`config.mk`:
```
export PLATFORM = sky130hd
export DESIGN_NAME = raster_pixel_arbiter
export DESIGN_NICKNAME = d
export VERILOG_FILES = /design/src/rtl/raster_pixel_arbiter.sv
export SDC_FILE = /design/constraint.sdc
export NUM_CORES = 1
export LEC_CHECK = 0
export CAP_MARGIN = 10
export CORE_MARGIN = 2
export CORE_UTILIZATION = 33
export CTS_CLUSTER_DIAMETER = 30
export DETAILED_ROUTE_END_ITERATION = 12
export GPL_ROUTABILITY_DRIVEN = 0
export GPL_TIMING_DRIVEN = 0
export HOLD_SLACK_MARGIN = 0.06
export PLACE_DENSITY = 0.77
export SLEW_MARGIN = 40
export SYNTH_ARGS = -nofsm -noshare
export SYNTH_HDL_FRONTEND = slang
export SYNTH_SLANG_ARGS = --single-unit
export TNS_END_PERCENT = 50
```
`constraint.sdc`:
```
create_clock -name clock -period 2.74 [get_ports clock]
set_clock_uncertainty 0.05 [all_clocks]
set_input_delay 0.548 -clock clock [delete_from_list [all_inputs] [get_ports clock]]
set_output_delay 0.548 -clock clock [all_outputs]
set_load 0.1 [all_outputs]
```
`src/rtl/raster_pixel_arbiter.sv`:
```
// raster_pixel_arbiter
//    Lets NUM_PORTS rasterizer pixel streams share one frame-buffer/depth
//    write port. Arbitration is round-robin into a single registered output
//    slot. A requester that is not granted sees req_stall and holds its
//    pixel. The per-rasterizer done levels are combined into one frame-done.
//
// Ports
//    clock         system clock
//    reset         asynchronous, active-high reset
//    req_valid     per-port pixel valid
//    req_addr      per-port address, port i at [i*ADDR_W +: ADDR_W]
//    req_color     per-port color, packed the same way
//    req_depth     per-port 16.16 depth, packed the same way
//    req_done      per-port "triangle stream finished" level
//    req_stall     per-port stall, requester holds its pixel while high
//    addr_out      granted pixel address
//    color_out     granted pixel color
//    depth_out     granted pixel depth
//    output_valid  output slot holds a pixel
//    stall_in      downstream stall, output slot holds while high
//    done_out      all ports done and arbiter drained
module raster_pixel_arbiter #(
   parameter int NUM_PORTS = 2,
   parameter int ADDR_W    = 26,
   parameter int COLOR_W   = 24,
   parameter int DEPTH_W   = 32
) (
   input  logic                         clock,
   input  logic                         reset,
   input  logic [NUM_PORTS-1:0]         req_valid,
   input  logic [NUM_PORTS*ADDR_W-1:0]  req_addr,
   input  logic [NUM_PORTS*COLOR_W-1:0] req_color,
   input  logic [NUM_PORTS*DEPTH_W-1:0] req_depth,
   input  logic [NUM_PORTS-1:0]         req_done,
   output logic [NUM_PORTS-1:0]         req_stall,
   output logic [ADDR_W-1:0]            addr_out,
   output logic [COLOR_W-1:0]           color_out,
   output logic [DEPTH_W-1:0]           depth_out,
   output logic                         output_valid,
   input  logic                         stall_in,
   output logic                         done_out
);

   localparam int IDX_W = (NUM_PORTS > 1) ? $clog2(NUM_PORTS) : 1;

   logic [IDX_W-1:0]     last_grant;
   logic [IDX_W-1:0]     grant_idx;
   logic [NUM_PORTS-1:0] grant;
   logic                 any_grant;
   logic                 free;
   logic                 done_set;
   int                   cand;

   logic [ADDR_W-1:0]    mux_addr;
   logic [COLOR_W-1:0]   mux_color;
   logic [DEPTH_W-1:0]   mux_depth;

   assign free = !output_valid || !stall_in;

   // Search starts one past the last winner. The modulo keeps every
   // candidate inside 0..NUM_PORTS-1, including non-power-of-two counts.
   always_comb begin
      grant     = '0;
      grant_idx = last_grant;
      any_grant = 1'b0;
      cand      = 0;
      if (free) begin
         for (int k = 1; k <= NUM_PORTS; k++) begin
            cand = (int'(last_grant) + k) % NUM_PORTS;
            if (!any_grant && req_valid[cand]) begin
               grant[cand] = 1'b1;
               grant_idx   = IDX_W'(cand);
               any_grant   = 1'b1;
            end
         end
      end
   end

   // Stall depends only on valids and slot state, never on pixel data.
   assign req_stall = req_valid & ~grant;

   // One-hot AND-OR mux; no variable part-select, so no out-of-range port.
   always_comb begin
      mux_addr  = '0;
      mux_color = '0;
      mux_depth = '0;
      for (int i = 0; i < NUM_PORTS; i++) begin
         if (grant[i]) begin
            mux_addr  = mux_addr  | req_addr[i*ADDR_W +: ADDR_W];
            mux_color = mux_color | req_color[i*COLOR_W +: COLOR_W];
            mux_depth = mux_depth | req_depth[i*DEPTH_W +: DEPTH_W];
         end
      end
   end

   // A port still presenting a pixel is not considered done, whatever its
   // done level says. The slot must be empty or leaving this cycle.
   assign done_set = (&req_done) && !(|req_valid) && free;

   always_ff @(posedge clock or posedge reset) begin
      if (reset) begin
         output_valid <= 1'b0;
         addr_out     <= '0;
         color_out    <= '0;
         depth_out    <= '0;
         last_grant   <= IDX_W'(NUM_PORTS - 1);
         done_out     <= 1'b0;
      end else begin
         if (any_grant) begin
            addr_out     <= mux_addr;
            color_out    <= mux_color;
            depth_out    <= mux_depth;
            output_valid <= 1'b1;
            last_grant   <= grant_idx;
         end else if (free) begin
            output_valid <= 1'b0;
         end
         // A new grant refills the slot, so done must drop with it.
         done_out <= done_set || (done_out && (&req_done) && !any_grant);
      end
   end

endmodule

```
=== After elaboration in Yosys (flattened, before gate mapping) ===
Index checks and enable logic that the tools add are counted.
W data, S select, Z words.

* Add/sub/neg operators: 2
* Order comparisons: 4
* Bitwise logic cells: 8
* Reduce and logical (&&, ||, !) cells: 19
* Mux-type cells: 28

{| class="wikitable"
|+ Operators by type and width
! cell !! number
|-
| $mux W32 || 2
|-
| $mux W26 || 2
|-
| $mux W24 || 2
|-
| $or A32 B32 Y32 || 1
|-
| $or A26 B26 Y26 || 1
|-
| $or A24 B24 Y24 || 1
|-
| $mux W1 || 16
|-
| $mux W2 || 4
|-
| $logic_and A1 B1 Y1 || 7
|-
| $lt A2 B3 Y1 const B || 2
|-
| $logic_not A1 Y1 || 5
|-
| $ge A2 B1 Y1 const B || 2
|-
| $reduce_bool A2 Y1 || 2
|-
| $reduce_and A3 Y1 || 1
|-
| $add A1 B1 Y1 const B || 2
|-
| $and A1 B1 Y1 const A || 2
|-
| $and A2 B2 Y2 || 1
|-
| $demux W1 S1 || 2
|-
| $logic_or A1 B1 Y1 || 2
|-
| $not A2 Y2 || 1
|-
| $or A2 B2 Y2 || 1
|-
| $reduce_and A2 Y1 || 1
|-
| $reduce_or A2 Y1 || 1
|}

* Input port bits: 171
* Output and inout bits: 86
* Register bits: 85
* Word-level logic and storage cells: 67

=== Depth between registers and ports, before layout ===
Gate-level depths: netlist (run 1).

* Word-level depth: 14
* Depth in mapped cells: 5
* Depth with buffers taken out: 3

=== Worst setup path after synthesis (run 1) ===
No wires, ideal clock.

* Kind: register -> output
* Start: register output_valid
* End: output req_stall[0]
* Path buffers: 0
* Setup slack: -1.284 ns
* Required time: 2.142 ns
* Arrival: 3.426 ns
* Cell stages (with the launch flop): 3
* Cells stage by stage: dfrtp_1 nand2_1 a21boi_0

* Longest elaborated chain between the ends: 5

{| class="wikitable"
|+ Ends and longest elaborated chain
! item !! RTL line !! RTL
|-
| start, declared || 39 || <nowiki>output logic output_valid,</nowiki>
|-
| start signal, assigned || 102 || <nowiki>output_valid <= 1'b0;</nowiki>
|-
| start signal, assigned || 113 || <nowiki>output_valid <= 1'b1;</nowiki>
|-
| start signal, assigned || 116 || <nowiki>output_valid <= 1'b0;</nowiki>
|-
| $logic_not A1 Y1 || 58 || <nowiki>assign free = !output_valid || !stall_in;</nowiki>
|-
| $logic_or A1 B1 Y1 || 58 ||
|-
| $mux W2 || 67 || <nowiki>if (free) begin</nowiki>
|-
| $not A2 Y2 || 80 || <nowiki>assign req_stall = req_valid & ~grant;</nowiki>
|-
| $and A2 B2 Y2 || 80 ||
|-
| end, declared || 35 || <nowiki>output logic [NUM_PORTS-1:0] req_stall,</nowiki>
|}

No other way between the ends.

=== Worst setup path in the final report (run 1) ===
* Start: input req_valid[1]
* End: output req_stall[0]

* Longest elaborated chain between the ends: 11
* Elaborated cells between the ends (all ways): 17
* Those cells by class: mux (12); bitwise (3); reduce/logical (2)

{| class="wikitable"
|+ Ends and longest elaborated chain
! item !! RTL line !! RTL
|-
| start, declared || 30 || <nowiki>input logic [NUM_PORTS-1:0] req_valid,</nowiki>
|-
| $mux W1 (not written as such) (3 in series) || 70 || <nowiki>if (!any_grant && req_valid[cand]) begin</nowiki>
|-
| $mux W1 || 70 ||
|-
| $mux W1 || 67 ||
|-
| $logic_not A1 Y1 || 70 ||
|-
| $logic_and A1 B1 Y1 || 70 ||
|-
| $mux W2 * || 70 ||
|-
| $mux W2 * || 67 ||
|-
| $not A2 Y2 * || 80 ||
|-
| $and A2 B2 Y2 * || 80 ||
|}

Every way passes the cells marked *; elsewhere a longest branch is shown, timed or not. The select of a mux whose other input is x is not followed.

==> impl_metrics.yaml, run 1 <==
clocking:
  path_clk_slew_ps: 50
  insertion_delay_ps: 330
  cts.htree.levels: 3
  clk_path_buf_depth: 2
  cts.sinks: 85
  cts_setup_buffers: 0
  cts_tree: "done"
  cts_buffers: 9
  cts_hold_buf: 0
  clockRootBuffer: "clkbuf_16"
timing:
  slew_headroom: 0.644
  worstMarginPinSlew_ps: 533
  rsz0062_at_grt: "false"
  hold_ws_ps: 490
  final_hold_viol_count: 0
  setup_violations: 0
  timing.final.crit_share: 0.971
  slew_viol_final: 0
  timing.final.crit_period_ps: 2660
  clock.fmax_mhz: 376
  final.setup.tns_ps: 0
global_routing:
  antenna_found_initial: 0
  grt_max_degree: 25
  grt_pass1_wl_um: 23100
  grt.overflow.total: 0
  grt_pass1_vias: 4690
  grtUsageTotal: 0.222
worst_setup_path:
  cp_slowest_stage_delay_ps: 580
  crit_chain: "clkdlybuf4s50_1 -> nand2b_1 -> buf_2 -> buf_2 -> a21boi_2 -> buf_6"
  crit_path_frequent_cell: "buf_2"
  path_max_fanout: 10
  crit_type: "in -> out"
  crit_path_start_kind: "primary input"
  worst_setup_path_end_kind: "output pin"
  crit_required_ps: 2140
  cp.arrival_ps: 2060
  worst_path_max_delay_cell: "clkdlybuf4s50_1"
floorplanning:
  coreArea_um2: 11900
  die_y_um: 114
  num_io_pins: 257
  initial_core_util: 0.335
  die_x_um: 114
  rows: 40
  die_area_um2: 13000
layout:
  nets: 914
  areaGrowthSynthToFinish_pct: 68.2
  fin_util: 0.563
  final_common_cell: "clkdlybuf4s50_1"
  final_cell_mix: "170 x clkdlybuf4s50_1, 125 x buf_2, 85 x nand2_1"
  fill_cells: 1081
  antenna_cells: 0
  drive_above_1_share: 0.203
  fin_area_um2: 6710
routing:
  top_layer_used: "met4"
  drt_iter0_drc: 444
  viasPerCell: 5.29
  drt.antenna.violating_nets: 0
  wl_met3_um: 1050
  drt_first_pass_iters: 6
  drt-met1-wl_um: 6230
  wire_per_inst_um: 16.5
  drc_errors: 0
  num_vias: 4733
  wl_um: 14800
  met2WireLength_um: 7250
min_path:
  holdCritPathClass: "reg -> reg"
logic_synthesis:
  synthSimpleGateAreaFrac: 0.263
  syn_area_per_cell_um2: 8.44
  synth_seq_cells: 85
  syn_nets: 644
  syn_inst: 473
  synth_area_um2: 3990
  yosysTopAreaCellShare: 0.527
  synth_top_family_by_area: "simple AND/OR/NAND/NOR gates"
  yosysTopAreaCell: "dfrtp_1"
  ys_top_cells_by_area: "dfrtp_1 53%, a31oi_1 13%, nand3_1 10%"
  synth_xor_area_frac: 0
  synth_compound_area_frac: 0.145
  synth_cell_type_count: 16
  synth_warnings: 0
  synthMuxAreaShare: 0
  seq_area_frac_synth: 0.533
  synthAdderAreaFrac: 0
power:
  power.leakage_nw: 2.89
  p_per_area_nw_per_um2: 804
  power_mw: 5.39
  vdd_drop_max_uv: 356
placement:
  place_area_um2: 6390
  hpwl_um: 11100
  port_buffers: 256
run:
  drv_cap: 0
outcome:
  status: "finished clean"
[synthesized netlist by cell type]
cell	count
nand2_1	85
dfrtp_1	84
nor2_1	84
a31oi_1	83
nand3_1	82
buf_2	40
a21boi_0	3
buf_4	3
clkbuf_1	2
a21boi_1	1
a21oi_1	1
a2bb2oi_2	1
dfstp_2	1
inv_1	1
nand2b_1	1
o211ai_1	1
[cell type report]
| type | count | area [um2] | area share |
|---|---|---|---|
| Multi-Input combinational cell | 342 | 1640 | 0.244 |
| Timing Repair Buffer | 259 | 2210 | 0.330 |
| Clock buffer | 13 | 270 | 0.0403 |
| Sequential cell | 85 | 2130 | 0.317 |
| Clock inverter | 3 | 42.5 | 0.00634 |
| Inverter | 1 | 7.51 | 0.00112 |
| Buffer | 45 | 230 | 0.0343 |
| Tap cell | 147 | 184 | 0.0274 |
[routing by layer]
metal	track usage	up-vias
met5	0	-
met4	0.0642	0
met3	0.0510	26
met2	0.383	240
met1	0.280	2282
li1	-	2185
[cell families (layout without fill, tap and decap cells)]
| logic type | count (synthesis) | count (layout) |
|---|---|---|
| AO/OA/AOI/OAI | 90 | 90 |
| buffers and inverters | 46 | 321 |
| flip-flops | 85 | 85 |
| AND/OR/NAND/NOR | 252 | 252 |
[final timing paths]
kind	from	endpoint	slack [ps]	depth (start not counted)
min reg2reg	last_grant	last_grant	490	2
min	last_grant	last_grant	490	2
max reg2reg	last_grant	color_out[1]	1070	5
max	req_valid[1]	req_stall[0]	80	6
max in group asynchronous	reset	addr_out[18]	1370	4
min in group asynchronous	reset	color_out[0]	580	2
[worst max-delay path: cells and delay by family]
family / cells / cell delay (ps)
buf+inv: 4 / 1250
simple gates: 1 / 90
compound gates: 1 / 170
[report_power, final]
part / total (mW) / internal (mW) / switching (mW)
Clock: 1.26 / 0.780 / 0.483
Combinational: 2.56 / 0.553 / 2.01
Sequential: 1.57 / 1.46 / 0.111
[registers in the layout, indices dropped and copies added (netlist names)]
signal	cells
addr_out	26
color_out	24
depth_out	32
done_out	1
last_grant	1
output_valid	1
[stage by stage]
step                      setup WS [ps]  instances
after detailed placement          -94.0        879
after CTS                          24.2        895
after global placement             -798        876
after floorplan                   -71.2        473
final                              78.2        895
after global routing               8.43        895
[timing repair]
action	CTS	global route
setup endpoints to repair	1	1
endpoints found under the hold margin	0	0
resized for setup	1	1
pin swaps	0	0
No activity file was read; power rests on OpenSTA's default activity.
==> run 2, diff against run 1 <==
--- a/config.mk
+++ b/config.mk
@@ -7,13 +7,15 @@
 export LEC_CHECK = 0
 export CAP_MARGIN = 10
 export CORE_MARGIN = 2
-export CORE_UTILIZATION = 33
+export CORE_UTILIZATION = 34
+export CTS_BUF_LIST = sky130_fd_sc_hd__clkbuf_8
 export CTS_CLUSTER_DIAMETER = 30
 export DETAILED_ROUTE_END_ITERATION = 12
 export GPL_ROUTABILITY_DRIVEN = 0
 export GPL_TIMING_DRIVEN = 0
 export HOLD_SLACK_MARGIN = 0.06
-export PLACE_DENSITY = 0.77
+export PLACE_DENSITY = 0.79
+export SETUP_SLACK_MARGIN = 0.2
 export SLEW_MARGIN = 40
 export SYNTH_ARGS = -nofsm -noshare
 export SYNTH_HDL_FRONTEND = slang
==> run 2 against run 1 <==
Net effect:
- count of clock-buffer cells in the layout decreased by 2
- via count decreased by 1.1%
- die area decreased by 2.8%
- design area decreased by 1.9%
- wire length decreased by 0.18%
- largest cell class unchanged
==> impl_metrics.yaml, run 2 (same netlist as run 1, synthesis figures left out) <==
outcome:
  status: "finished clean"
global_routing:
  grt_pass1_wl_um: 23400
  grt_max_degree: 26
  antenna_found_initial: 0
  grt.overflow.total: 0
  grtUsageTotal: 0.228
  grt_pass1_vias: 4704
worst_setup_path:
  cp_slowest_stage_delay_ps: 570
  cp.arrival_ps: 1860
  crit_required_ps: 2140
  crit_path_start_kind: "register"
  r2r-start: "last_grant"
  reg2regPathDepth: 5
  worst_setup_path_end_kind: "output pin"
  crit_type: "reg -> out"
  crit_path_frequent_cell: "buf_2"
  crit_chain: "nand2b_1 -> buf_2 -> buf_2 -> a21boi_4 -> buf_8"
  r2r-end: "depth_out[23]"
  r2r_slack_ps: 1080
  worst_path_max_delay_cell: "dfstp_2"
  path_max_fanout: 10
layout:
  largest_reg_flops: 32
  reg_top3: "depth_out (32), addr_out (26), color_out (24)"
  fin_util: 0.577
  fill_cells: 1046
  antenna_cells: 0
  areaGrowthSynthToFinish_pct: 65.1
  drive_above_1_share: 0.201
  top_register: "depth_out"
  final_common_cell: "clkdlybuf4s50_1"
  nets: 914
  final_cell_mix: "169 x clkdlybuf4s50_1, 124 x buf_2, 85 x nand2_1"
floorplanning:
  coreArea_um2: 11400
  rows: 39
  initial_core_util: 0.349
  die_y_um: 112
  num_io_pins: 257
  die_x_um: 112
  die_area_um2: 12600
timing:
  slew_headroom: 0.618
  worstMarginPinSlew_ps: 572
  slew_viol_final: 0
  timing.final.crit_share: 0.896
  worst_slack_ps: 285
  timing.final.crit_period_ps: 2450
  final_hold_viol_count: 0
  clock.fmax_mhz: 407
  rsz0062_at_grt: "true"
  setup_violations: 0
routing:
  drt_iter0_drc: 379
  drt.antenna.violating_nets: 0
  drc_errors: 0
  wl_um: 14700
  top_layer_used: "met4"
  num_vias: 4679
  met2WireLength_um: 7300
  wire_per_inst_um: 16.5
  wl_met3_um: 1130
  drt_first_pass_iters: 5
  viasPerCell: 5.25
  drt-met1-wl_um: 5850
min_path:
  hold_start: "color_out[17]"
  min_path_cells: 2
  holdCritPathClass: "reg -> reg"
  whs_endpoint: "color_out[17]"
placement:
  hpwl_um: 11200
  port_buffers: 256
  pre_cts_ws_ps: -117
clocking:
  clk_path_buf_depth: 2
  cts_tree: "done"
  cts_hold_buf: 0
  path_clk_slew_ps: 80
  cts.sinks: 85
  insertion_delay_ps: 350
  clockRootBuffer: "clkbuf_8"
  cts_buffers: 9
  cts_setup_buffers: 0
  cts.htree.levels: 3
power:
  power_mw: 4.93
  vdd_drop_max_uv: 425
  p_per_area_nw_per_um2: 749
  power.leakage_nw: 2.85
run:
  drv_cap: 0
-- run 2: where the power goes --
| group | switching [mW] | total, mW | internal (mW) |
|---|---|---|---|
| clock network | 0.436 | 0.802 | 0.366 |
| logic | 2.01 | 2.56 | 0.556 |
| registers | 0.112 | 1.57 | 1.46 |
| total | 2.56 | 4.93 | 2.38 |
-- run 2: worst max path at each step --
stage,startpoint,end,slack [ps],cells past startpoint
after floorplan,output_valid,req_stall[0],520,2
after global placement,req_valid[1],req_stall[0],-840,6
after detailed placement,req_valid[1],req_stall[0],-120,6
after CTS,req_valid[0],req_stall[1],230,4
after global routing,last_grant,req_stall[0],200,5
final,last_grant,req_stall[0],290,5
-- run 2: layer usage --
| metal | track usage | vias to the layer above |
|---|---|---|
| met1 | 0.278 | 2231 |
| met4 | 0.0992 | 0 |
| met5 | 0 | - |
| met3 | 0.0508 | 39 |
| li1 | - | 2181 |
| met2 | 0.389 | 228 |
-- run 2: metrics by stage --
stage	TNS, ps	hold WS (ps)	area, um2	cells
after floorplan	0	463	4020	473
after global placement	-1290	477	6760	872
after detailed placement	-117	485	6400	875
after CTS	0	495	6580	891
after global routing	0	524	6590	891
final	0	501	6590	891
-- run 2: timing repair --
item | CTS | global route
pin swaps | 0 | 0
setup endpoints to repair | 1 | 2
hold endpoints to repair | 0 | 0
gates resized for setup | 4 | 1
-- run 2: critical path: cells and delay by family, from the launching register on --
family | cells | cell delay, ps
AOI/OAI and AO/OA | 1 | 90
buffers and inverters | 3 | 720
DFF | 1 | 570
and+or+nand+nor | 1 | 120
-- run 2: layout make-up --
cell class / instances / area [um2] / area share
repair buffers: 259 / 2220 / 0.337
flip-flops and latches: 85 / 2130 / 0.323
multi-input cells: 342 / 1650 / 0.251
plain buffers: 45 / 230 / 0.0350
well taps: 143 / 179 / 0.0272
clock buffers: 11 / 151 / 0.0230
clock inverters: 5 / 20.0 / 0.00304
inverters: 1 / 7.51 / 0.00114
